File: config.mk
export PLATFORM = sky130hd
export DESIGN_NAME = rv16_operand_issue_flat
export DESIGN_NICKNAME = d
export VERILOG_FILES = /design/src/rtl/rv16_pkg.sv /design/src/rtl/rv16_operand_issue_if.sv /design/src/rtl/rv16_regfile.sv /design/src/rtl/rv16_operand_issue.sv /design/src/flat_wrapper.sv
export SDC_FILE = /design/constraint.sdc
export NUM_CORES = 1
export LEC_CHECK = 0
export BUFFER_PORTS_ARGS = -buffer_cell sky130_fd_sc_hd__buf_2
export CORE_UTILIZATION = 60
export CTS_CLUSTER_DIAMETER = 30
export DETAILED_ROUTE_END_ITERATION = 16
export HOLD_SLACK_MARGIN = 0.1
export PLACE_DENSITY = 0.79
export SETUP_SLACK_MARGIN = 0.1
export SKIP_LAST_GASP = 1
export SLEW_MARGIN = 20
export SYNTH_ARGS = -nofsm -noshare
export SYNTH_HDL_FRONTEND = slang
export SYNTH_SLANG_ARGS = --single-unit
File: constraint.sdc
create_clock -name clk -period 26.8 [get_ports clk]
set_input_delay 1.34 -clock clk [delete_from_list [all_inputs] [get_ports clk]]
set_output_delay 1.34 -clock clk [all_outputs]
set_load 0.005 [all_outputs]
File: src/rtl/rv16_pkg.sv
// rv16_pkg -- shared types and sizes for the rv16 operand-issue slice.
//   DATA    : datapath width, matches rv16_add_unit
//   NREG/AW : architectural register count and index width
//   op_e    : decoded operation presented to the issue stage
//   issue_t : operand bundle held in the issue register
//   state_e : occupancy of the single-entry issue register
package rv16_pkg;
   localparam int DATA = 16;
   localparam int NREG = 16;
   localparam int AW   = 4;

   typedef enum logic [1:0] {
      OP_ADD  = 2'd0,
      OP_SUB  = 2'd1,
      OP_ADDI = 2'd2,
      OP_RSVD = 2'd3
   } op_e;

   typedef struct packed {
      logic [DATA-1:0] rs1;
      logic [DATA-1:0] rs2;
      logic            cin;
      logic [AW-1:0]   rd;
   } issue_t;

   typedef enum logic {
      ST_EMPTY = 1'b0,
      ST_FULL  = 1'b1
   } state_e;
endpackage

File: src/rtl/rv16_operand_issue_if.sv
// rv16_operand_issue_if -- request, writeback and adder-operand bundle.
//   master : upstream decode / writeback source / adder side (drives requests)
//   slave  : the operand-issue stage
//   in_*   : decoded request with valid/ready
//   wb_*   : result writeback into the register file
//   rs1_add_in/rs2_add_in/rp_cin/out_* : registered operands to the adder
interface rv16_operand_issue_if;
   import rv16_pkg::*;

   logic            in_valid;
   logic            in_ready;
   logic [1:0]      in_op;
   logic [AW-1:0]   in_rs1_addr;
   logic [AW-1:0]   in_rs2_addr;
   logic [AW-1:0]   in_rd_addr;
   logic [DATA-1:0] in_imm;
   logic            wb_en;
   logic [AW-1:0]   wb_addr;
   logic [DATA-1:0] wb_data;
   logic [DATA-1:0] rs1_add_in;
   logic [DATA-1:0] rs2_add_in;
   logic            rp_cin;
   logic            out_valid;
   logic            out_ready;
   logic [AW-1:0]   out_rd_addr;

   modport master (
      output in_valid, in_op, in_rs1_addr, in_rs2_addr, in_rd_addr, in_imm,
      output wb_en, wb_addr, wb_data, out_ready,
      input  in_ready, rs1_add_in, rs2_add_in, rp_cin, out_valid, out_rd_addr
   );

   modport slave (
      input  in_valid, in_op, in_rs1_addr, in_rs2_addr, in_rd_addr, in_imm,
      input  wb_en, wb_addr, wb_data, out_ready,
      output in_ready, rs1_add_in, rs2_add_in, rp_cin, out_valid, out_rd_addr
   );
endinterface

File: src/rtl/rv16_regfile.sv
// rv16_regfile -- 16x16 architectural register file, 2 read / 1 write.
//   clk_i, rst_i        : clock, async active-high reset (clears all entries)
//   raddr1_i/raddr2_i   : combinational read indices
//   we_i/waddr_i/wdata_i: write port, takes effect at the clock edge
//   rdata1_o/rdata2_o   : read data, with same-cycle write bypass
// Register 0 reads as zero and ignores writes.
module rv16_regfile
   import rv16_pkg::*;
(
   input  logic            clk_i,
   input  logic            rst_i,
   input  logic [AW-1:0]   raddr1_i,
   input  logic [AW-1:0]   raddr2_i,
   input  logic            we_i,
   input  logic [AW-1:0]   waddr_i,
   input  logic [DATA-1:0] wdata_i,
   output logic [DATA-1:0] rdata1_o,
   output logic [DATA-1:0] rdata2_o
);
   logic [DATA-1:0] regs_q [NREG];

   always_ff @(posedge clk_i or posedge rst_i) begin
      if (rst_i) begin
         for (int i = 0; i < NREG; i++) regs_q[i] <= '0;
      end else if (we_i && waddr_i != '0) begin
         regs_q[waddr_i] <= wdata_i;
      end
   end

   always_comb begin
      rdata1_o = regs_q[raddr1_i];
      if (raddr1_i == '0)                      rdata1_o = '0;
      else if (we_i && waddr_i == raddr1_i)    rdata1_o = wdata_i;
   end

   always_comb begin
      rdata2_o = regs_q[raddr2_i];
      if (raddr2_i == '0)                      rdata2_o = '0;
      else if (we_i && waddr_i == raddr2_i)    rdata2_o = wdata_i;
   end
endmodule

File: src/rtl/rv16_operand_issue.sv
// rv16_operand_issue -- register file plus operand-issue register feeding
// rv16_add_unit.
//   clk, rst : clock, async active-high reset
//   bus      : rv16_operand_issue_if.slave (request in, writeback in,
//              registered adder operands out)
// Optional: RV16_SCOREBOARD_EN adds a pending-destination vector that
// holds off requests whose sources are still in flight.
//
// state    | meaning
// ---------+---------------------------------------------------
// ST_EMPTY | issue register empty, out_valid=0
// ST_FULL  | operands held for the adder, out_valid=1
module rv16_operand_issue
   import rv16_pkg::*;
(
   input  logic                 clk,
   input  logic                 rst,
   rv16_operand_issue_if.slave  bus
);
   state_e          state_q;
   issue_t          issue_q;
   issue_t          issue_d;
   logic [DATA-1:0] rs1_val;
   logic [DATA-1:0] rs2_val;
   logic            hazard;
   logic            accept;

   rv16_regfile u_regfile (
      .clk_i    (clk),
      .rst_i    (rst),
      .raddr1_i (bus.in_rs1_addr),
      .raddr2_i (bus.in_rs2_addr),
      .we_i     (bus.wb_en),
      .waddr_i  (bus.wb_addr),
      .wdata_i  (bus.wb_data),
      .rdata1_o (rs1_val),
      .rdata2_o (rs2_val)
   );

   assign bus.in_ready = (state_q == ST_EMPTY || bus.out_ready) && !hazard;
   assign accept       = bus.in_valid && bus.in_ready;

   // SUB is issued as a + ~b + 1 so the adder never needs to know the op.
   always_comb begin
      issue_d.rs1 = rs1_val;
      issue_d.rd  = bus.in_rd_addr;
      issue_d.rs2 = rs2_val;
      issue_d.cin = 1'b0;
      case (op_e'(bus.in_op))
         OP_SUB: begin
            issue_d.rs2 = ~rs2_val;
            issue_d.cin = 1'b1;
         end
         OP_ADDI: issue_d.rs2 = bus.in_imm;
         default: ;
      endcase
   end

   always_ff @(posedge clk or posedge rst) begin
      if (rst) begin
         state_q <= ST_EMPTY;
         issue_q <= '0;
      end else begin
         case (state_q)
            ST_EMPTY: begin
               if (accept) begin
                  state_q <= ST_FULL;
                  issue_q <= issue_d;
               end
            end
            ST_FULL: begin
               if (accept)             issue_q <= issue_d;
               else if (bus.out_ready) state_q <= ST_EMPTY;
            end
            default: state_q <= ST_EMPTY;
         endcase
      end
   end

   assign bus.out_valid   = (state_q == ST_FULL);
   assign bus.rs1_add_in  = issue_q.rs1;
   assign bus.rs2_add_in  = issue_q.rs2;
   assign bus.rp_cin      = issue_q.cin;
   assign bus.out_rd_addr = issue_q.rd;

`ifdef RV16_SCOREBOARD_EN
   logic [NREG-1:0] pend_q;
   logic [NREG-1:0] pend_set;
   logic [NREG-1:0] pend_clr;
   logic            uses_rs2;
   logic            rs1_byp;
   logic            rs2_byp;

   assign uses_rs2 = (op_e'(bus.in_op) != OP_ADDI);
   assign rs1_byp  = bus.wb_en && bus.wb_addr == bus.in_rs1_addr;
   assign rs2_byp  = bus.wb_en && bus.wb_addr == bus.in_rs2_addr;
   assign hazard   = (pend_q[bus.in_rs1_addr] && !rs1_byp) ||
                     (uses_rs2 && pend_q[bus.in_rs2_addr] && !rs2_byp);

   always_comb begin
      pend_set = '0;
      pend_clr = '0;
      if (accept && bus.in_rd_addr != '0) pend_set[bus.in_rd_addr] = 1'b1;
      if (bus.wb_en)                       pend_clr[bus.wb_addr]    = 1'b1;
   end

   // Set wins over clear: a new producer of rd is issuing this cycle.
   always_ff @(posedge clk or posedge rst) begin
      if (rst) pend_q <= '0;
      else     pend_q <= (pend_q & ~pend_clr) | pend_set;
   end
`else
   assign hazard = 1'b0;
`endif
endmodule

File: src/flat_wrapper.sv
// flat-port wrapper written by rule: the top's interface ports become plain ports
module rv16_operand_issue_flat import rv16_pkg::*;
  (clk, rst, bus_in_valid, bus_in_op, bus_in_rs1_addr, bus_in_rs2_addr, bus_in_rd_addr, bus_in_imm, bus_wb_en, bus_wb_addr, bus_wb_data, bus_out_ready, bus_in_ready, bus_rs1_add_in, bus_rs2_add_in, bus_rp_cin, bus_out_valid, bus_out_rd_addr);
  rv16_operand_issue_if bus_i ();
  input  logic clk;
  input  logic rst;
  input wire logic [$bits(bus_i.in_valid)-1:0] bus_in_valid;
  input wire logic [$bits(bus_i.in_op)-1:0] bus_in_op;
  input wire logic [$bits(bus_i.in_rs1_addr)-1:0] bus_in_rs1_addr;
  input wire logic [$bits(bus_i.in_rs2_addr)-1:0] bus_in_rs2_addr;
  input wire logic [$bits(bus_i.in_rd_addr)-1:0] bus_in_rd_addr;
  input wire logic [$bits(bus_i.in_imm)-1:0] bus_in_imm;
  input wire logic [$bits(bus_i.wb_en)-1:0] bus_wb_en;
  input wire logic [$bits(bus_i.wb_addr)-1:0] bus_wb_addr;
  input wire logic [$bits(bus_i.wb_data)-1:0] bus_wb_data;
  input wire logic [$bits(bus_i.out_ready)-1:0] bus_out_ready;
  output wire logic [$bits(bus_i.in_ready)-1:0] bus_in_ready;
  output wire logic [$bits(bus_i.rs1_add_in)-1:0] bus_rs1_add_in;
  output wire logic [$bits(bus_i.rs2_add_in)-1:0] bus_rs2_add_in;
  output wire logic [$bits(bus_i.rp_cin)-1:0] bus_rp_cin;
  output wire logic [$bits(bus_i.out_valid)-1:0] bus_out_valid;
  output wire logic [$bits(bus_i.out_rd_addr)-1:0] bus_out_rd_addr;
  assign bus_i.in_valid = bus_in_valid;
  assign bus_i.in_op = bus_in_op;
  assign bus_i.in_rs1_addr = bus_in_rs1_addr;
  assign bus_i.in_rs2_addr = bus_in_rs2_addr;
  assign bus_i.in_rd_addr = bus_in_rd_addr;
  assign bus_i.in_imm = bus_in_imm;
  assign bus_i.wb_en = bus_wb_en;
  assign bus_i.wb_addr = bus_wb_addr;
  assign bus_i.wb_data = bus_wb_data;
  assign bus_i.out_ready = bus_out_ready;
  assign bus_in_ready = bus_i.in_ready;
  assign bus_rs1_add_in = bus_i.rs1_add_in;
  assign bus_rs2_add_in = bus_i.rs2_add_in;
  assign bus_rp_cin = bus_i.rp_cin;
  assign bus_out_valid = bus_i.out_valid;
  assign bus_out_rd_addr = bus_i.out_rd_addr;
  rv16_operand_issue u_core (.clk(clk), .rst(rst), .bus(bus_i));
endmodule
==> qor_table.md, run 1 <==
| Step | Item | This run |
|---|---|---|
| status | Result of the run | completed |
| global routing | Total overflow reported by the global router | 0 |
| critical path | Worst endpoint required time | 27290 ps |
| critical path | Critical Path Max Stage Delay | 720 ps |
| pwr | Maximum vdd ir drop | 74.21 uV |
| global routing | Vias in the first global route | 11650 |
| critical path | Cell occurring most often along the worst timing path | sky130_fd_sc_hd__buf_4 |
| pwr | Post-layout power | 1.748 mW |
| synthesis | Yosys Warn Count | 0 |
| critical path | Worst path slowest cell | sky130_fd_sc_hd__or2_1 |
| sta | Setup-violating endpoint count in the final report | 0 |
| global routing | GR Util All Layers | 34.43% |
| cts | Num CTS Buffers | 59 |
| critical path | Critical Path Source Type | input pin |
| synthesis | Most instantiated library cell after synthesis | sky130_fd_sc_hd__dfrtp_1 |
| sta | Share of the clock period used by the worst path after layout | 15.07% |
| cts | Clock-pin slew on the worst setup and hold paths | 50 ps |
| sta | Clock skew after layout | 16.43 ps |
| floorplan | Overall die area | 26940 um^2 |
| global routing | Antenna violations before repair | 0 |
| global routing | Largest net degree at the start of global routing | 132 |
| worst hold path | Hold Crit Start | u_core.u_regfile.regs_q[243] |
| cells and area | Fillers | 1549 |
| sta | Worst-margin pin slew | 1166 ps |
| synthesis | Number of library cell types mapped by synthesis | 38 |
| cts | CTS tree | yes |
| synthesis | Flops & latches, synth | 294 |
| floorplan | Die span in x | 164.1 um |
| routing | Routed met3 length | 4.794 mm |
| sta | Slew HR | 21.91% |
| cts | Post-CTS Setup Bufs | 0 |
| synthesis | Post-synth ARST share | 100.0% |
| routing | Detailed-route wire length on metal 1 | 17.33 mm |
| routing | Average vias per placed instance | 7.011 |
| floorplan | Chip Height | 164.1 um |
| pwr | Static leakage power | 7.981 nW |
| place | Half-perimeter wire length of the detailed placement result | 25.86 mm |
| sta | Setup repair after global routing missed its margin | false |
| critical path | List of cells traversed by the critical path | buf_4, buf_4, xnor2_1, nand2_1, or2_1, a31oi_1, mux2i_1 |
| cts | Number of sinks on the clock net | 294 |
| routing | Detailed-routing iteration count for the pre-antenna-repair pass | 7 |
| floorplan | Area of the placeable core | 25470 um^2 |
| critical path | Origin of the critical flop-to-flop path | u_core.bus.out_valid |
| worst hold path | Kind of path behind the tightest hold check | reg -> reg |
| critical path | CP arrival | 4530 ps |
| routing | Vias post-DR | 11080 |
| sta | Number of slew-limit violations in the final report | 0 |
| critical path | Worst Reg2Reg Path Length in Cells | 6 |
| cts | Post-CTS resize count | 0 |
| worst hold path | Endpoint, Worst Hold | u_core.u_regfile.regs_q[243] |
| floorplan | Placement row count | 58 |
| routing | Total wirelength of the detailed-routed design | 44.11 mm |
| cells and area | Number of nets in the final layout | 1257 |
| sta | Final critical-path required period | 4039 ps |
| routing | Length of routed met2 wiring | 20.03 mm |
| routing | Count of routing violations after the opening detailed-route iteration | 1257 |
| routing | Drt drc | 0 |
| cells and area | Synthesis-to-layout area growth | 17.24% |
| cells and area | Inserted Diodes | 0 |
| critical path | Largest fanout of any net on the critical path | 35 |
| sta | Fmax | 0.2476 GHz |
| pwr | Power density normalized to cell area | 94.55 nW/um^2 |
| floorplan | Initial core utilization | 61.93% |
| cts | Clock insertion delay at the later pin of the skew report | 580 ps |
| synthesis | Cell type with the highest aggregate area in the netlist | sky130_fd_sc_hd__dfrtp_1 |
| critical path | Type of destination of the critical path | flop |
| cts | Hold buffer count at cts | 0 |
| synthesis | Cells after synthesis | 1150 |
| cts | Number of H-tree branching levels | 2 |
| routing | Number of antenna-violating nets in the routed design | 0 |
| critical path | Kind of critical path | in -> reg |
| floorplan | Num ports | 94 |
| synthesis | Mean Syn Cell Area | 13.72 um^2 |
| place | Final weighted congestion in routability-driven placement | 0.8532 |
| place | Port-buffer cells | 93 |
| job | Max-cap violations | 0 |
| sta | Setup_tns | 0 ps |
| critical path | Flop-to-flop setup slack | 24630 ps |
| synthesis | Area contributors post-synth | sky130_fd_sc_hd__dfrtp_1, sky130_fd_sc_hd__mux4_2, sky130_fd_sc_hd__mux2_1, sky130_fd_sc_hd__mux2_2, sky130_fd_sc_hd__mux2i_1 |
| cells and area | Layout cells sized above 1 | 34.32% |
| synthesis | Count of flip-flops with a built-in enable after synthesis | 0 |
| synthesis | Post-Synthesis Net Count | 1207 |
| routing | Highest Signal Layer | met4 |
| synthesis | Synth cell count leaders | sky130_fd_sc_hd__dfrtp_1, sky130_fd_sc_hd__mux2_1, sky130_fd_sc_hd__mux4_2 |
| synthesis | Register area share after synthesis | 46.64% |
| synthesis | Most used DFF post-synth | sky130_fd_sc_hd__dfrtp_1 |
| synthesis | Cell area after synthesis | 15770 um^2 |
| routing | WL/cell | 27.92 um |
| worst hold path | Number of cells on the worst hold path | 0 |
| synthesis | Portion of synthesized cell area occupied by the leading cell type | 46.64% |
| cts | Buffer depth of the longest clock path | 3 |
| sta | Number of hold violations in the final report | 0 |
| global routing | Global-route wire length before repair | 69.01 mm |
| critical path | Worst R2R End | u_core.bus.rs2_add_in[3] |
| cts | Root buffer cell | sky130_fd_sc_hd__clkbuf_16 |
[sequential cells by signal, summed over array words and instances (netlist names)]
| name | cells |
|---|---|
| u_core.u_regfile.regs_q | 256 |
| u_core.bus.out_rd_addr | 4 |
| u_core.bus.rp_cin | 1 |
| u_core.bus.rs1_add_in | 16 |
| u_core.bus.out_valid | 1 |
| u_core.bus.rs2_add_in | 16 |
[worst max path at each step]
stage / start / end / cells after the start
detailed placement: bus_in_rs2_addr[0] / u_core.bus.rs2_add_in[10] / 7
floorplan: rst / u_core.bus.out_rd_addr[0] / 1
finish: bus_in_rs2_addr[0] / u_core.bus.rs2_add_in[10] / 7
global placement: bus_in_rs2_addr[0] / u_core.bus.rs2_add_in[5] / 7
CTS: bus_in_rs2_addr[0] / u_core.bus.rs2_add_in[10] / 7
global route: bus_in_rs2_addr[0] / u_core.bus.rs2_add_in[10] / 7
[kinds of logic after synthesis]
logic type	synth area share, %
muxes	38.56
AOI/OAI and AO/OA	6.901
DFF	46.64
buffers and inverters	4.434
and+or+nand+nor	2.863
xor gates and xnor gates	0.4442
adders and majority gates	0.1586
[area by class of cell]
class,instances,area (um^2),area share (%)
Sequential cell,294,7357,39.78
Timing Repair Buffer,114,635.6,3.437
Clock inverter,40,594.3,3.214
Multi-Input combinational cell,712,7760,41.96
Clock buffer,71,1654,8.945
Tap cell,330,412.9,2.233
Inverter,19,78.83,0.4263
[stage by stage]
| step | util (%) | instance area (um^2) | instances | setup slack, ps | hold WS (ps) |
|---|---|---|---|---|---|
| 2_1_floorplan | - | 15770 | 1150 | 17340 | 445.1 |
| 3_3_place_gp | 63.73 | 16230 | 1469 | 22410 | 381.3 |
| 3_5_place_dp | 63.74 | 16240 | 1469 | 22320 | 387.5 |
| 4_1_cts | 72.57 | 18480 | 1580 | 22880 | 399.3 |
| 5_1_grt | 72.60 | 18490 | 1580 | 22610 | 405.2 |
| 6_report | 72.60 | 18490 | 1580 | 22760 | 401.3 |
[critical path: cells and delay by family]
family / cells / cell delay, ps
AO/OA/AOI/OAI: 1 / 480
multiplexers: 1 / 260
AND/OR/NAND/NOR: 2 / 1190
XOR/XNOR: 1 / 180
buffers and inverters: 2 / 1060
[per-layer routing]
| metal | up-vias | track usage, % |
|---|---|---|
| li1 | 4529 | - |
| met1 | 5690 | 46.87 |
| met2 | 710 | 52.51 |
| met3 | 149 | 8.662 |
| met4 | 0 | 15.32 |
| met5 | - | 0 |
[layout by cell type (no fill, tap or decap), types with 3 or more instances in the layout]
master / netlist / final
sky130_fd_sc_hd__o31ai_1: 16 / 16
sky130_fd_sc_hd__mux2_2: 76 / 76
sky130_fd_sc_hd__nand2_1: 19 / 18
sky130_fd_sc_hd__clkinv_2: 0 / 4
sky130_fd_sc_hd__clkbuf_16: 0 / 61
sky130_fd_sc_hd__mux2i_1: 80 / 80
sky130_fd_sc_hd__mux4_2: 112 / 112
sky130_fd_sc_hd__xor2_1: 3 / 3
sky130_fd_sc_hd__buf_2: 46 / 91
sky130_fd_sc_hd__a21oi_1: 64 / 64
sky130_fd_sc_hd__nand3_1: 3 / 3
sky130_fd_sc_hd__nor2_2: 0 / 9
sky130_fd_sc_hd__inv_1: 9 / 8
sky130_fd_sc_hd__clkinvlp_4: 0 / 6
sky130_fd_sc_hd__inv_6: 0 / 6
sky130_fd_sc_hd__a31oi_1: 16 / 16
sky130_fd_sc_hd__clkbuf_8: 0 / 9
sky130_fd_sc_hd__o22ai_1: 32 / 32
sky130_fd_sc_hd__o21ai_1: 16 / 16
sky130_fd_sc_hd__buf_4: 3 / 21
sky130_fd_sc_hd__a22oi_1: 16 / 16
sky130_fd_sc_hd__a311oi_1: 15 / 15
sky130_fd_sc_hd__mux2_1: 169 / 169
sky130_fd_sc_hd__nor2_1: 26 / 17
sky130_fd_sc_hd__nand2b_1: 6 / 6
sky130_fd_sc_hd__bufinv_16: 0 / 12
sky130_fd_sc_hd__dfrtp_1: 294 / 294
sky130_fd_sc_hd__nor3_1: 18 / 18
sky130_fd_sc_hd__or3_1: 4 / 3
sky130_fd_sc_hd__clkinv_1: 10 / 10
sky130_fd_sc_hd__clkinv_4: 0 / 11
sky130_fd_sc_hd__xnor2_1: 5 / 5
[power breakdown]
part	switching [mW]	leakage (nW)	total [mW]	internal, mW
combinational	0.137	3.24	0.305	0.168
sequential	0.0816	3.65	0.628	0.546
clock	0.258	1.09	0.816	0.558
total	0.477	7.98	1.75	1.27
(Power assumes the default switching activity.)
==> run 2, diff against run 1 <==
--- a/config.mk
+++ b/config.mk
@@ -5,6 +5,7 @@
 export SDC_FILE = /design/constraint.sdc
 export NUM_CORES = 1
 export LEC_CHECK = 0
+export ABC_AREA = 1
 export BUFFER_PORTS_ARGS = -buffer_cell sky130_fd_sc_hd__buf_2
 export CORE_UTILIZATION = 60
 export CTS_CLUSTER_DIAMETER = 30
==> constraint.sdc (replaced) <==
create_clock -name clk -period 4.2 [get_ports clk]
set_input_delay 0.21 -clock clk [delete_from_list [all_inputs] [get_ports clk]]
set_output_delay 0.21 -clock clk [all_outputs]
set_load 0.005 [all_outputs]
==> qor_table.md, run 2 <==
| Step | Item | This run | Change |
|---|---|---|---|
| routing | Total wirelength of the detailed-routed design | 56.53 mm | was 44.11 mm |
| critical path | Worst Reg2Reg Path Length in Cells | 8 | was 6 |
| routing | Number of antenna-violating nets in the routed design | 0 | unchanged |
| synthesis | Count of flip-flops with a built-in enable after synthesis | 0 | unchanged |
| cells and area | Number of nets in the final layout | 2429 | was 1257 |
| place | Half-perimeter wire length of the detailed placement result | 32.39 mm | was 25.86 mm |
| pwr | Static leakage power | 9.591 nW | was 7.981 nW |
| synthesis | Post-Synthesis Net Count | 2391 | was 1207 |
| synthesis | Mean Syn Cell Area | 7.015 um^2 | was 13.72 um^2 |
| synthesis | Most instantiated library cell after synthesis | sky130_fd_sc_hd__nand2_1 | was sky130_fd_sc_hd__dfrtp_1 |
| cts | Hold buffer count at cts | 39 | was 0 |
| worst hold path | Kind of path behind the tightest hold check | in -> async | was reg -> reg |
| cells and area | Core occupancy in the finished layout | 72.68% | was 72.60% |
| global routing | Largest net degree at the start of global routing | 95 | was 132 |
| synthesis | Cell area after synthesis | 16370 um^2 | was 15770 um^2 |
| cells and area | Layout cells sized above 1 | 11.16% | was 34.32% |
| cts | Number of H-tree branching levels | 3 | was 2 |
| sta | Slew HR | 26.82% | was 21.91% |
| job | Max-cap violations | 0 | unchanged |
| place | Final weighted congestion in routability-driven placement | 0.9223 | was 0.8532 |
| sta | Clock skew after layout | 12.68 ps | was 16.43 ps |
| cts | Clock insertion delay at the later pin of the skew report | 560 ps | was 580 ps |
| global routing | Total overflow reported by the global router | 0 | unchanged |
| critical path | Type of destination of the critical path | flop | unchanged |
| critical path | Origin of the critical flop-to-flop path | u_core.bus.out_valid | unchanged |
| critical path | Largest fanout of any net on the critical path | 32 | was 35 |
| critical path | Worst endpoint required time | 4640 ps | was 27290 ps |
| sta | Final critical-path required period | 2273 ps |  |
| critical path | Flop-to-flop setup slack | 2090 ps | was 24630 ps |
| sta | Setup_tns | 0 ps | unchanged |
| global routing | Antenna violations before repair | 0 | unchanged |
| critical path | Kind of critical path | in -> reg | unchanged |
| global routing | Vias in the first global route | 16590 | was 11650 |
| cells and area | Max reg flops | 256 | unchanged |
| global routing | Global-route wire length before repair | 88.84 mm | was 69.01 mm |
| synthesis | Register area share after synthesis | 44.93% | was 46.64% |
| synthesis | Cells after synthesis | 2334 | was 1150 |
| sta | Worst-margin pin slew | 1098 ps | was 1166 ps |
| synthesis | Post-synth ARST share | 100.0% | unchanged |
| synthesis | Number of library cell types mapped by synthesis | 27 | was 38 |
| critical path | CP arrival | 2710 ps | was 4530 ps |
| sta | Number of hold violations in the final report | 0 | unchanged |
| cells and area | Synthesis-to-layout area growth | 19.30% | was 17.24% |
| cts | CTS tree | yes | unchanged |
| synthesis | Synth cell count leaders | sky130_fd_sc_hd__nand2_1, sky130_fd_sc_hd__o21ai_0, sky130_fd_sc_hd__dfrtp_1 | was sky130_fd_sc_hd__dfrtp_1, sky130_fd_sc_hd__mux2_1, sky130_fd_sc_hd__mux4_2 |
| floorplan | Area of the placeable core | 26880 um^2 | was 25470 um^2 |
| cells and area | Largest reg by FF count | u_core.u_regfile.regs_q | unchanged |
| floorplan | Chip Height | 167.2 um | was 164.1 um |
| critical path | Critical Path Source Type | input pin | unchanged |
| synthesis | Yosys Warn Count | 0 | unchanged |
| cts | Post-CTS resize count | 0 | unchanged |
| cts | Clock-pin slew on the worst setup and hold paths | 50 ps | about the same |
| cts | Buffer depth of the longest clock path | 3 | unchanged |
| routing | Drt drc | 0 | unchanged |
| sta | Share of the clock period used by the worst path after layout | 54.11% |  |
| routing | Vias post-DR | 17140 | was 11080 |
| cts | Num CTS Buffers | 70 | was 59 |
| sta | Number of slew-limit violations in the final report | 0 | unchanged |
| floorplan | Num ports | 94 | unchanged |
| sta | Fmax | 0.4400 GHz |  |
| cells and area | Fillers | 2039 | was 1549 |
| global routing | GR Util All Layers | 40.65% | was 34.43% |
| sta | Setup-violating endpoint count in the final report | 0 | unchanged |
| floorplan | Initial core utilization | 60.92% | was 61.93% |
| floorplan | Overall die area | 27950 um^2 | was 26940 um^2 |
| cts | Post-CTS Setup Bufs | 0 | unchanged |
| cells and area | Commonest cells after routing, fill and taps aside | sky130_fd_sc_hd__nand2_1, sky130_fd_sc_hd__o21ai_0, sky130_fd_sc_hd__dfrtp_1 | was sky130_fd_sc_hd__dfrtp_1, sky130_fd_sc_hd__mux2_1, sky130_fd_sc_hd__mux4_2 |
| routing | Count of routing violations after the opening detailed-route iteration | 2541 | was 1257 |
| cts | Root buffer cell | sky130_fd_sc_hd__clkbuf_16 | unchanged |
| routing | Detailed-routing iteration count for the pre-antenna-repair pass | 6 | was 7 |
| routing | Average vias per placed instance | 6.188 | was 7.011 |
| floorplan | Placement row count | 60 | was 58 |
| pwr | Maximum vdd ir drop | 404.0 uV | was 74.21 uV |
| floorplan | Die span in x | 167.2 um | was 164.1 um |
| place | Port-buffer cells | 93 | unchanged |
| cts | Number of sinks on the clock net | 294 | unchanged |
| synthesis | Portion of synthesized cell area occupied by the leading cell type | 44.93% | was 46.64% |
| status | Result of the run | completed | unchanged |
| cells and area | Most common library cell in the layout ignoring fill and taps | sky130_fd_sc_hd__nand2_1 | was sky130_fd_sc_hd__dfrtp_1 |
| pwr | Power density normalized to cell area | 576.5 nW/um^2 | was 94.55 nW/um^2 |
| synthesis | Cell type with the highest aggregate area in the netlist | sky130_fd_sc_hd__dfrtp_1 | unchanged |
| synthesis | Flops & latches, synth | 294 | unchanged |
| sta | Setup repair after global routing missed its margin | false | unchanged |
| critical path | Worst R2R End | u_core.bus.rs1_add_in[15] | was u_core.bus.rs2_add_in[3] |
| synthesis | Area contributors post-synth | sky130_fd_sc_hd__dfrtp_1, sky130_fd_sc_hd__nand2_1, sky130_fd_sc_hd__o21ai_0, sky130_fd_sc_hd__nand3_1, sky130_fd_sc_hd__a21oi_1 | was sky130_fd_sc_hd__dfrtp_1, sky130_fd_sc_hd__mux4_2, sky130_fd_sc_hd__mux2_1, sky130_fd_sc_hd__mux2_2, sky130_fd_sc_hd__mux2i_1 |
| synthesis | Most used DFF post-synth | sky130_fd_sc_hd__dfrtp_1 | unchanged |
| routing | WL/cell | 20.41 um | was 27.92 um |
[run 2: changes by cell type in the layout (fill, tap and decap cells not counted), moves of 112 or more]
cell | before | now
sky130_fd_sc_hd__inv_1 | 8 | 175
sky130_fd_sc_hd__mux4_2 | 112 | 0
sky130_fd_sc_hd__a21oi_1 | 64 | 179
sky130_fd_sc_hd__mux2_1 | 169 | 0
sky130_fd_sc_hd__nand2_1 | 18 | 730
sky130_fd_sc_hd__o21ai_0 | 0 | 352
sky130_fd_sc_hd__nand3_1 | 3 | 209
[run 2: layer usage]
metal	global-route usage, %	wire, um	vias to the layer above
met5	0	0	-
met2	64.22	25900	1206
met1	50.75	20860	7997
met4	27.88	3713	0
li1	-	-	7676
met3	7.965	6050	263
[run 2: final cells by class]
type                            instances  area, um^2  area share [%]
Multi-Input combinational cell       1661        7442           38.10
Sequential cell                       294        7357           37.66
Clock buffer                           85        1921           9.832
Timing Repair Buffer                  162        1149           5.880
Inverter                              183       693.2           3.549
Clock inverter                         43       543.0           2.780
Tap cell                              341       426.7           2.184
Antenna cell                            1       2.502         0.01281
[run 2: kinds of logic after synthesis]
logic type,after synthesis,synth area share [%]
AND/OR/NAND/NOR,1078,26.94
AO/OA/AOI/OAI,581,18.13
buffers and inverters,379,9.835
flip-flops,294,44.93
adder cells (fa/ha/maj),2,0.1528
[run 2: metrics by stage]
stage	cell area, um^2	power [mW]	instances	hold WS, ps	setup WS (ps)
2_1_floorplan	16380	4.944	2334	309.5	86.87
3_3_place_gp	16640	5.429	2601	364.8	1581
3_5_place_dp	16640	5.514	2601	365.6	1565
4_1_cts	19500	11.21	2768	336.2	2096
5_1_grt	19530	11.69	2769	282.5	1824
6_report	19530	11.26	2770	247.4	1927
[run 2: worst max path at each step]
| stage | start | to | slack (ps) | depth (start not counted) |
|---|---|---|---|---|
| after floorplan | rst | u_core.bus.out_rd_addr[0] | 90 | 1 |
| after global placement | bus_in_rs2_addr[3] | u_core.bus.rs2_add_in[0] | 1580 | 14 |
| after detailed placement | bus_in_rs2_addr[3] | u_core.bus.rs2_add_in[15] | 1560 | 14 |
| after CTS | bus_in_rs2_addr[3] | u_core.bus.rs2_add_in[0] | 2100 | 14 |
| after global routing | bus_in_rs2_addr[3] | u_core.bus.rs2_add_in[1] | 1820 | 14 |
| final | bus_in_rs2_addr[3] | u_core.bus.rs2_add_in[15] | 1930 | 14 |
[run 2: power by group]
part	total, mW	internal, mW	switching (mW)
registers	3.79	3.40	0.386
logic	1.82	0.634	1.19
clock network	5.65	3.92	1.73
[run 2: worst max-delay path, cell delays in order]
cell and delay [ps]:
sky130_fd_sc_hd__buf_2 640, sky130_fd_sc_hd__inv_1 130, sky130_fd_sc_hd__nand2_1 90, sky130_fd_sc_hd__nand2_1 50, sky130_fd_sc_hd__nor2_1 80, sky130_fd_sc_hd__inv_1 70, sky130_fd_sc_hd__nor2_4 760, sky130_fd_sc_hd__nor2_1 110
sky130_fd_sc_hd__nand2_1 180, sky130_fd_sc_hd__nand2_1 120, sky130_fd_sc_hd__nand2_1 70, sky130_fd_sc_hd__nand2_1 60, sky130_fd_sc_hd__nand2_1 70, sky130_fd_sc_hd__nand2_1 50
